`src/rtl/scan_ptn_pkg.sv`:
```
// ---------------------------------------------------------------------------
// scan_ptn_pkg
// Shared definitions for the scan pattern engine: the controller state
// encoding and the default values of the engine's size parameters.
// ---------------------------------------------------------------------------
package scan_ptn_pkg;

  // Default number of scan chains driven in parallel (legal range 1..16).
  localparam int NCHAIN_DEF = 4;
  // Default width of the shift-length and vector counters.
  localparam int LENW_DEF   = 8;
  // Default width of the pattern counters and the miscompare counter.
  localparam int PATW_DEF   = 16;

  // Controller states. SHIFT loads a pattern while unloading the previous
  // one, CAPTURE pulses the functional clock, UNLOAD drains the last pattern.
  typedef enum logic [2:0] {
    ST_IDLE    = 3'd0,
    ST_SHIFT   = 3'd1,
    ST_CAPTURE = 3'd2,
    ST_UNLOAD  = 3'd3,
    ST_DONE    = 3'd4
  } state_t;

endpackage

```
`src/rtl/scan_ptn_cmp.sv`:
```
// ---------------------------------------------------------------------------
// scan_ptn_cmp
// Masked scan-out compare and result bookkeeping for the scan pattern engine.
//
// Ports
//   clk            in   block clock
//   srst           in   synchronous active-high reset
//   clr            in   clear all results (start of a new run)
//   en             in   a vector is being accepted and must be compared
//   so             in   NCHAIN  observed chain outputs
//   exp_vec        in   NCHAIN  expected chain outputs
//   msk            in   NCHAIN  compare mask, 1 = don't care
//   fail_pat       in   PATW    pattern index to report if this vector fails
//   miscmp_cnt     out  PATW    mismatching vectors, saturating at all-ones
//   first_fail_pat out  PATW    pattern index of the first mismatch
//   fail           out  1       sticky: at least one mismatch seen
// ---------------------------------------------------------------------------
module scan_ptn_cmp
  import scan_ptn_pkg::*;
#(
  parameter int NCHAIN = NCHAIN_DEF,
  parameter int PATW   = PATW_DEF
) (
  input  logic              clk,
  input  logic              srst,
  input  logic              clr,
  input  logic              en,
  input  logic [NCHAIN-1:0] so,
  input  logic [NCHAIN-1:0] exp_vec,
  input  logic [NCHAIN-1:0] msk,
  input  logic [PATW-1:0]   fail_pat,
  output logic [PATW-1:0]   miscmp_cnt,
  output logic [PATW-1:0]   first_fail_pat,
  output logic              fail
);

  logic mismatch;
  logic hit;

  // Any unmasked chain whose output differs from the expectation fails the
  // whole vector; a vector counts once no matter how many chains differ.
  assign mismatch = |((so ^ exp_vec) & ~msk);
  assign hit      = en & mismatch;

  // NOTE: state is updated with non-blocking assignments so every register
  // samples the values from before the edge, independent of statement order.
  always_ff @(posedge clk) begin
    if (srst || clr) begin
      miscmp_cnt     <= '0;
      first_fail_pat <= '0;
      fail           <= 1'b0;
    end else if (hit) begin
      // Saturate instead of wrapping so a long failing run never reads clean.
      if (miscmp_cnt != '1) begin
        miscmp_cnt <= miscmp_cnt + PATW'(1);
      end
      // Only the first mismatch of a run is recorded.
      if (!fail) begin
        first_fail_pat <= fail_pat;
      end
      fail <= 1'b1;
    end
  end

endmodule

```
`src/rtl/scan_ptn_engine.sv`:
```
// ---------------------------------------------------------------------------
// scan_ptn_engine
// Streams scan vectors into NCHAIN parallel scan chains, pulses capture
// clocks between patterns and compares the unloaded response against
// expected data with a per-chain mask. Pattern n+1 is shifted in while the
// response of pattern n is shifted out; a final UNLOAD pass drains the last
// response, so one run consumes (cfg_npat+1)*cfg_len vectors.
//
// Ports
//   clk, srst                       clock, synchronous active-high reset
//   start, abort                    run request / immediate termination
//   cfg_len  [LENW]                 vectors per load/unload
//   cfg_npat [PATW]                 number of patterns
//   cfg_cap  [2]                    capture pulses minus one
//   vec_valid / vec_ready           vector stream handshake
//   vec_si, vec_exp, vec_msk        scan-in, expected scan-out, mask
//   scan_en, scan_clk_en            chain control
//   scan_si / scan_so [NCHAIN]      chain inputs / chain outputs
//   busy, done, fail                run status
//   pattern_number, vector_number   current position in the run
//   miscmp_cnt, first_fail_pat      compare results
// ---------------------------------------------------------------------------
module scan_ptn_engine
  import scan_ptn_pkg::*;
#(
  parameter int NCHAIN = NCHAIN_DEF,
  parameter int LENW   = LENW_DEF,
  parameter int PATW   = PATW_DEF
) (
  input  logic              clk,
  input  logic              srst,
  input  logic              start,
  input  logic              abort,
  input  logic [LENW-1:0]   cfg_len,
  input  logic [PATW-1:0]   cfg_npat,
  input  logic [1:0]        cfg_cap,
  input  logic              vec_valid,
  output logic              vec_ready,
  input  logic [NCHAIN-1:0] vec_si,
  input  logic [NCHAIN-1:0] vec_exp,
  input  logic [NCHAIN-1:0] vec_msk,
  output logic              scan_en,
  output logic              scan_clk_en,
  output logic [NCHAIN-1:0] scan_si,
  input  logic [NCHAIN-1:0] scan_so,
  output logic              busy,
  output logic              done,
  output logic              fail,
  output logic [PATW-1:0]   pattern_number,
  output logic [LENW-1:0]   vector_number,
  output logic [PATW-1:0]   miscmp_cnt,
  output logic [PATW-1:0]   first_fail_pat
);

  state_t          state;
  state_t          state_nxt;
  logic [1:0]      cap_cnt;
  logic            streaming;
  logic            accept;
  logic            last_vec;
  logic            cap_last;
  logic            start_ok;
  logic            cfg_ok;
  logic            cmp_en;
  logic [PATW-1:0] pat_inc;
  logic [PATW-1:0] fail_pat;

  assign streaming = (state == ST_SHIFT) || (state == ST_UNLOAD);

  // A vector presented in the abort cycle is not consumed, so counters and
  // results stay exactly where the run stopped.
  assign vec_ready = streaming & ~abort;
  assign accept    = vec_valid & vec_ready;
  assign last_vec  = accept && (vector_number == cfg_len - LENW'(1));
  assign cap_last  = (state == ST_CAPTURE) && (cap_cnt == cfg_cap);
  assign start_ok  = (state == ST_IDLE) && start && !abort;
  assign cfg_ok    = (cfg_len != '0) && (cfg_npat != '0);
  assign pat_inc   = pattern_number + PATW'(1);

  // Pattern 0 has no previous response to unload, so its load is not
  // compared. During SHIFT the data leaving the chains belongs to the
  // previous pattern; during UNLOAD it belongs to the last one.
  assign cmp_en   = accept &&
                    (((state == ST_SHIFT) && (pattern_number != '0)) ||
                     (state == ST_UNLOAD));
  assign fail_pat = (state == ST_UNLOAD) ? (cfg_npat - PATW'(1))
                                         : (pattern_number - PATW'(1));

  // NOTE: reset is synchronous, so it is sampled only inside the clocked
  // block and has no effect between edges.
  always_ff @(posedge clk) begin
    if (srst) begin
      state <= ST_IDLE;
    end else begin
      state <= state_nxt;
    end
  end

  // NOTE: every signal written here gets a default first, so no path through
  // the block leaves one unassigned and no latch is inferred.
  always_comb begin
    state_nxt   = state;
    scan_en     = 1'b0;
    scan_clk_en = 1'b0;
    scan_si     = '0;
    busy        = (state != ST_IDLE);
    done        = 1'b0;

    if (abort && (state != ST_IDLE)) begin
      // Abort wins over any end-of-state transition in the same cycle.
      state_nxt = ST_IDLE;
    end else begin
      case (state)
        ST_IDLE: begin
          if (start_ok) begin
            state_nxt = cfg_ok ? ST_SHIFT : ST_DONE;
          end
        end
        ST_SHIFT: begin
          if (last_vec) begin
            state_nxt = ST_CAPTURE;
          end
        end
        ST_CAPTURE: begin
          if (cap_last) begin
            state_nxt = (pat_inc == cfg_npat) ? ST_UNLOAD : ST_SHIFT;
          end
        end
        ST_UNLOAD: begin
          if (last_vec) begin
            state_nxt = ST_DONE;
          end
        end
        ST_DONE: begin
          state_nxt = ST_IDLE;
        end
        default: begin
          state_nxt = ST_IDLE;
        end
      endcase
    end

    case (state)
      ST_SHIFT, ST_UNLOAD: begin
        scan_en     = 1'b1;
        scan_clk_en = accept;
        scan_si     = vec_si;
      end
      ST_CAPTURE: begin
        scan_clk_en = 1'b1;
      end
      ST_DONE: begin
        done = 1'b1;
      end
      default: begin
      end
    endcase
  end

  // Position counters. On abort nothing is accepted and CAPTURE does not
  // advance, so both counters hold their values.
  always_ff @(posedge clk) begin
    if (srst) begin
      pattern_number <= '0;
      vector_number  <= '0;
      cap_cnt        <= '0;
    end else begin
      if (start_ok) begin
        pattern_number <= '0;
        vector_number  <= '0;
      end

      if (accept) begin
        vector_number <= last_vec ? '0 : vector_number + LENW'(1);
      end

      if (state != ST_CAPTURE) begin
        cap_cnt <= '0;
      end else if (!abort) begin
        if (cap_last) begin
          cap_cnt        <= '0;
          pattern_number <= pat_inc;
        end else begin
          cap_cnt <= cap_cnt + 2'd1;
        end
      end
    end
  end

  scan_ptn_cmp #(
    .NCHAIN (NCHAIN),
    .PATW   (PATW)
  ) u_cmp (
    .clk            (clk),
    .srst           (srst),
    .clr            (start_ok),
    .en             (cmp_en),
    .so             (scan_so),
    .exp_vec        (vec_exp),
    .msk            (vec_msk),
    .fail_pat       (fail_pat),
    .miscmp_cnt     (miscmp_cnt),
    .first_fail_pat (first_fail_pat),
    .fail           (fail)
  );

endmodule

```
`config.mk`:
```
export PLATFORM = sky130hd
export DESIGN_NAME = scan_ptn_engine
export DESIGN_NICKNAME = d
export VERILOG_FILES = /design/src/rtl/scan_ptn_pkg.sv /design/src/rtl/scan_ptn_cmp.sv /design/src/rtl/scan_ptn_engine.sv
export SDC_FILE = /design/constraint.sdc
export NUM_CORES = 1
export LEC_CHECK = 0
export ABC_AREA = 1
export CAP_MARGIN = 20
export CORE_ASPECT_RATIO = 1.5
export CORE_UTILIZATION = 34
export CTS_BUF_LIST = sky130_fd_sc_hd__clkbuf_2 sky130_fd_sc_hd__clkbuf_4 sky130_fd_sc_hd__clkbuf_8
export CTS_CLUSTER_SIZE = 25
export DETAILED_ROUTE_END_ITERATION = 7
export MAX_ROUTING_LAYER = met4
export PLACE_DENSITY_LB_ADDON = 0.2
export SYNTH_ARGS = -nofsm -noshare
export SYNTH_HDL_FRONTEND = slang
export SYNTH_SLANG_ARGS = --single-unit
```
`constraint.sdc`:
```
create_clock -name clk -period 1.8 [get_ports clk]
set_input_delay 0.27 -clock clk [delete_from_list [all_inputs] [get_ports clk]]
set_output_delay 0.27 -clock clk [all_outputs]
set_load 0.05 [all_outputs]
```
==> impl_results.md <==
* Port bufs at 112
* CP Class: flip-flop to flip-flop
* Fin nets at approximately 1,100
* Post-Syn Nets at 787
* Clock-pin slew on the worst setup and hold paths at about 0.08 ns
* Die W at 95.2 um
* DR iter-0 viols at around 230
* # DRC at 0
* First-pass GRT wire length at between 20,000 and 30,000 um
* Slew Limit Fails at 0
* CTS tree: built
* Area growth syn-to-layout at 74.9%
* Final setup fails at 22
* CP Data Required Time at between 2 and 2.5 ns
* Fill cell total of the finished layout at ~1,200
* Clock buffer depth at 2
* WL per Instance at about 14 um
* Number of synthesized flops with an enable pin at 0
* Ports at 113
* Minimum clock period at 1.96 ns
* Seq/Total Area, Yosys at 0.280
* Final core occ at 0.617
* Top FF cell, synth: dfxtp_1
* Max-Cap Viols at 0
* Critical Path Sink Type: flip-flop
* Setup Skew at 0.0123 ns
* Unrepaired setup endpoints after global routing: yes
* Final Non-Filler Cells at 1,167
* Switching share of total power at 0.306
* Relative slew slack at 0.655
* N_diodes at 0
* Gp weighted congestion at 0.942
* Initial Util at 0.353
* Power Density at around 500 nW/um2
* Clock root buffer: clkbuf_8
* ANT nets after route at 0
* Initial antenna violation count at 0
* Hold Violations, Final at 0
* Final cycle utilization of the critical path at 1.09
* Failing checks: negative setup slack
* # rows at 50
* Static Leak at 3.84 nW
* Drt first pass iters at 5
* Via/cell ratio at 4.90
* Total power at 3.85 mW
* Reported net switching power at about 1.2 mW
* Hold_ws at 0.466 ns
* CTS Sinks at 62
* Cell Int Power at 2.67 mW
* CTS Buf Count at 9
* H-tree depth at 3
* Largest net degree at the start of global routing at 22
* Yosys warns at 0
* Routed WL at 16,300 um
* Startpoint type of the worst setup path: flip-flop
* Skew-Pair Late Insertion Delay at approximately 0.36 ns
* Placed Area at 6830 um2
* Total GRT Usage at 0.249
* Crit path arrival time at 2.25 ns
* Flop pwr share at 0.362
* Netlist Area Pre-Place at about 4400 um2
* Post-synthesis average cell area at 6.05 um2
* Final WS setup at -0.163 ns
* Asr flop ratio synth at 0
* Final instance area at between 7000 and 8000 um2
* Core area at 12,600 um2
* HP Class: flip-flop to flip-flop
* Placed Cells at approximately 1,100
* Status: finished with violations
* Comb pwr share at 0.272
* Slew @ Worst Pin at a little over 0.5 ns
* Die Ht at 142 um
* Max rail drop VDD at 0.000392 V
* Synth cell types at 39
* Max FO, Critical Path at 13
* Total die area at 13,500 um2
* Peak Freq at 509 MHz
* GR Overflow Total at 0
* Vias in the first global route at 5,439
* Via count at 5,722
* Cells after synthesis at between 700 and 800
* Fraction of layout instances using a drive strength above 1 at 0.373
* Number of synthesized register bits at 62
* Clock share of power at 0.366
* Detail Placement HPWL at 12,200 um
## kinds of logic after synthesis
logic type,share of synthesized area
simple gates,0.395
compound gates,0.128
flops,0.280
xor+xnor,0.0652
buf+inv,0.112
fa+ha+maj,0.0198
## worst paths after layout
kind | cells after the start | to | slack [ns] | startpoint
max | 13 | u_cmp.first_fail_pat[5] | -0.16 | state[0]
min | 1 | u_cmp.miscmp_cnt[3] | 0.47 | u_cmp.miscmp_cnt[3]
max reg2reg | 13 | u_cmp.first_fail_pat[5] | -0.16 | state[0]
min reg2reg | 1 | u_cmp.miscmp_cnt[3] | 0.47 | u_cmp.miscmp_cnt[3]
## metal layers
metal  vias up  part of all wire  track usage
li1       2889                 -            -
met1      2620              0.37        0.246
met2       155              0.54        0.456
met3        58             0.040       0.0380
met4         0             0.048        0.126
met5         -                 0            -
## synthesized netlist by cell type, types with 2 or more instances
| master | number | area share |
|---|---|---|
| ha_1 | 7 | 0.020 |
| and3_1 | 3 | 0.0042 |
| nand3_1 | 57 | 0.064 |
| nor3_1 | 14 | 0.016 |
| nor2_2 | 3 | 0.0042 |
| nor4_1 | 5 | 0.0071 |
| o211ai_1 | 2 | 0.0034 |
| buf_2 | 2 | 0.0023 |
| buf_6 | 3 | 0.0076 |
| o21ai_2 | 6 | 0.012 |
| o22ai_1 | 2 | 0.0028 |
| nand2_2 | 3 | 0.0042 |
| xor2_1 | 18 | 0.036 |
| clkinv_1 | 2 | 0.0017 |
| inv_2 | 3 | 0.0025 |
| nand4_1 | 16 | 0.023 |
| nor3_2 | 2 | 0.0045 |
| clkbuf_1 | 5 | 0.0042 |
| nor2_1 | 95 | 0.080 |
| nand2_1 | 187 | 0.16 |
| o21ai_0 | 51 | 0.058 |
| nand3b_1 | 2 | 0.0034 |
| xnor2_1 | 15 | 0.030 |
| nor3b_1 | 2 | 0.0034 |
| o21ai_1 | 7 | 0.0079 |
| dfxtp_1 | 62 | 0.28 |
| inv_1 | 109 | 0.092 |
| a21oi_1 | 38 | 0.043 |
| or2_2 | 2 | 0.0028 |
## state kept, by name, summed over array words and instances (netlist names)
register / cells
cap_cnt: 2
pattern_number: 16
state: 3
u_cmp.fail: 1
u_cmp.first_fail_pat: 16
u_cmp.miscmp_cnt: 16
vector_number: 8
## cell type report
cell class | count | area [um2] | area share
timing repair inverter | 1 | 6.26 | 0.000807
timing repair buffer | 271 | 2430 | 0.314
multi-input combinational | 547 | 3170 | 0.408
clock buffer | 10 | 131 | 0.0169
inverter | 114 | 450 | 0.0581
tap | 156 | 195 | 0.0252
sequential | 62 | 1280 | 0.166
clock inverter | 6 | 86.3 | 0.0111
## timing repair
item                                    4_1_cts  5_1_grt
endpoints found under the setup margin       30       61
setup buffers                                11       14
pin swaps                                     9       34
hold buffers                                  0        0
gates cloned                                  1        3
resized for setup                            40      123
## power groups by stage
stage	Sequential (mW)	Clock (mW)	Combinational [mW]
2_1_floorplan	1.45	0	0.437
3_3_place_gp	1.43	0	0.936
3_5_place_dp	1.43	0	0.942
4_1_cts	1.39	1.43	0.975
5_1_grt	1.40	1.49	1.13
6_report	1.39	1.41	1.05
## per-stage QoR
| step | TNS [ns] | setup slack, ns |
|---|---|---|
| after global routing | -5.32 | -0.289 |
| after detailed placement | -9.02 | -0.365 |
| after CTS | -0.453 | -0.0763 |
| after floorplan | -1.88 | -0.179 |
| final | -1.08 | -0.163 |
| after global placement | -7.84 | -0.355 |
## critical path, cell delays in order, from the launching register on
cell,delay (ns)
dfxtp_2,0.34
inv_2,0.05
nor2_4,0.13
nand2_4,0.10
buf_12,0.17
nand2_2,0.09
o21ai_4,0.07
nand2_2,0.13
nor3_4,0.07
buf_4,0.13
buf_4,0.12
buf_4,0.12
or2_2,0.26
a21oi_1,0.11
## placed cells by master (no fill, tap or decap), drive strengths merged, types with 6 or more instances in the layout
cell type	n
buf	204
nand2	192
inv	113
nor2	99
o21ai	64
dfxtp	62
nand3	58
clkdlybuf4s50	51
a21oi	38
xor2	18
nand4	17
nor3	17
xnor2	15
clkbuf	11
dlymetal6s2s	9
ha	7
dlygate4sd2	6
nor4	6
Power figures use the tool's default switching activity.
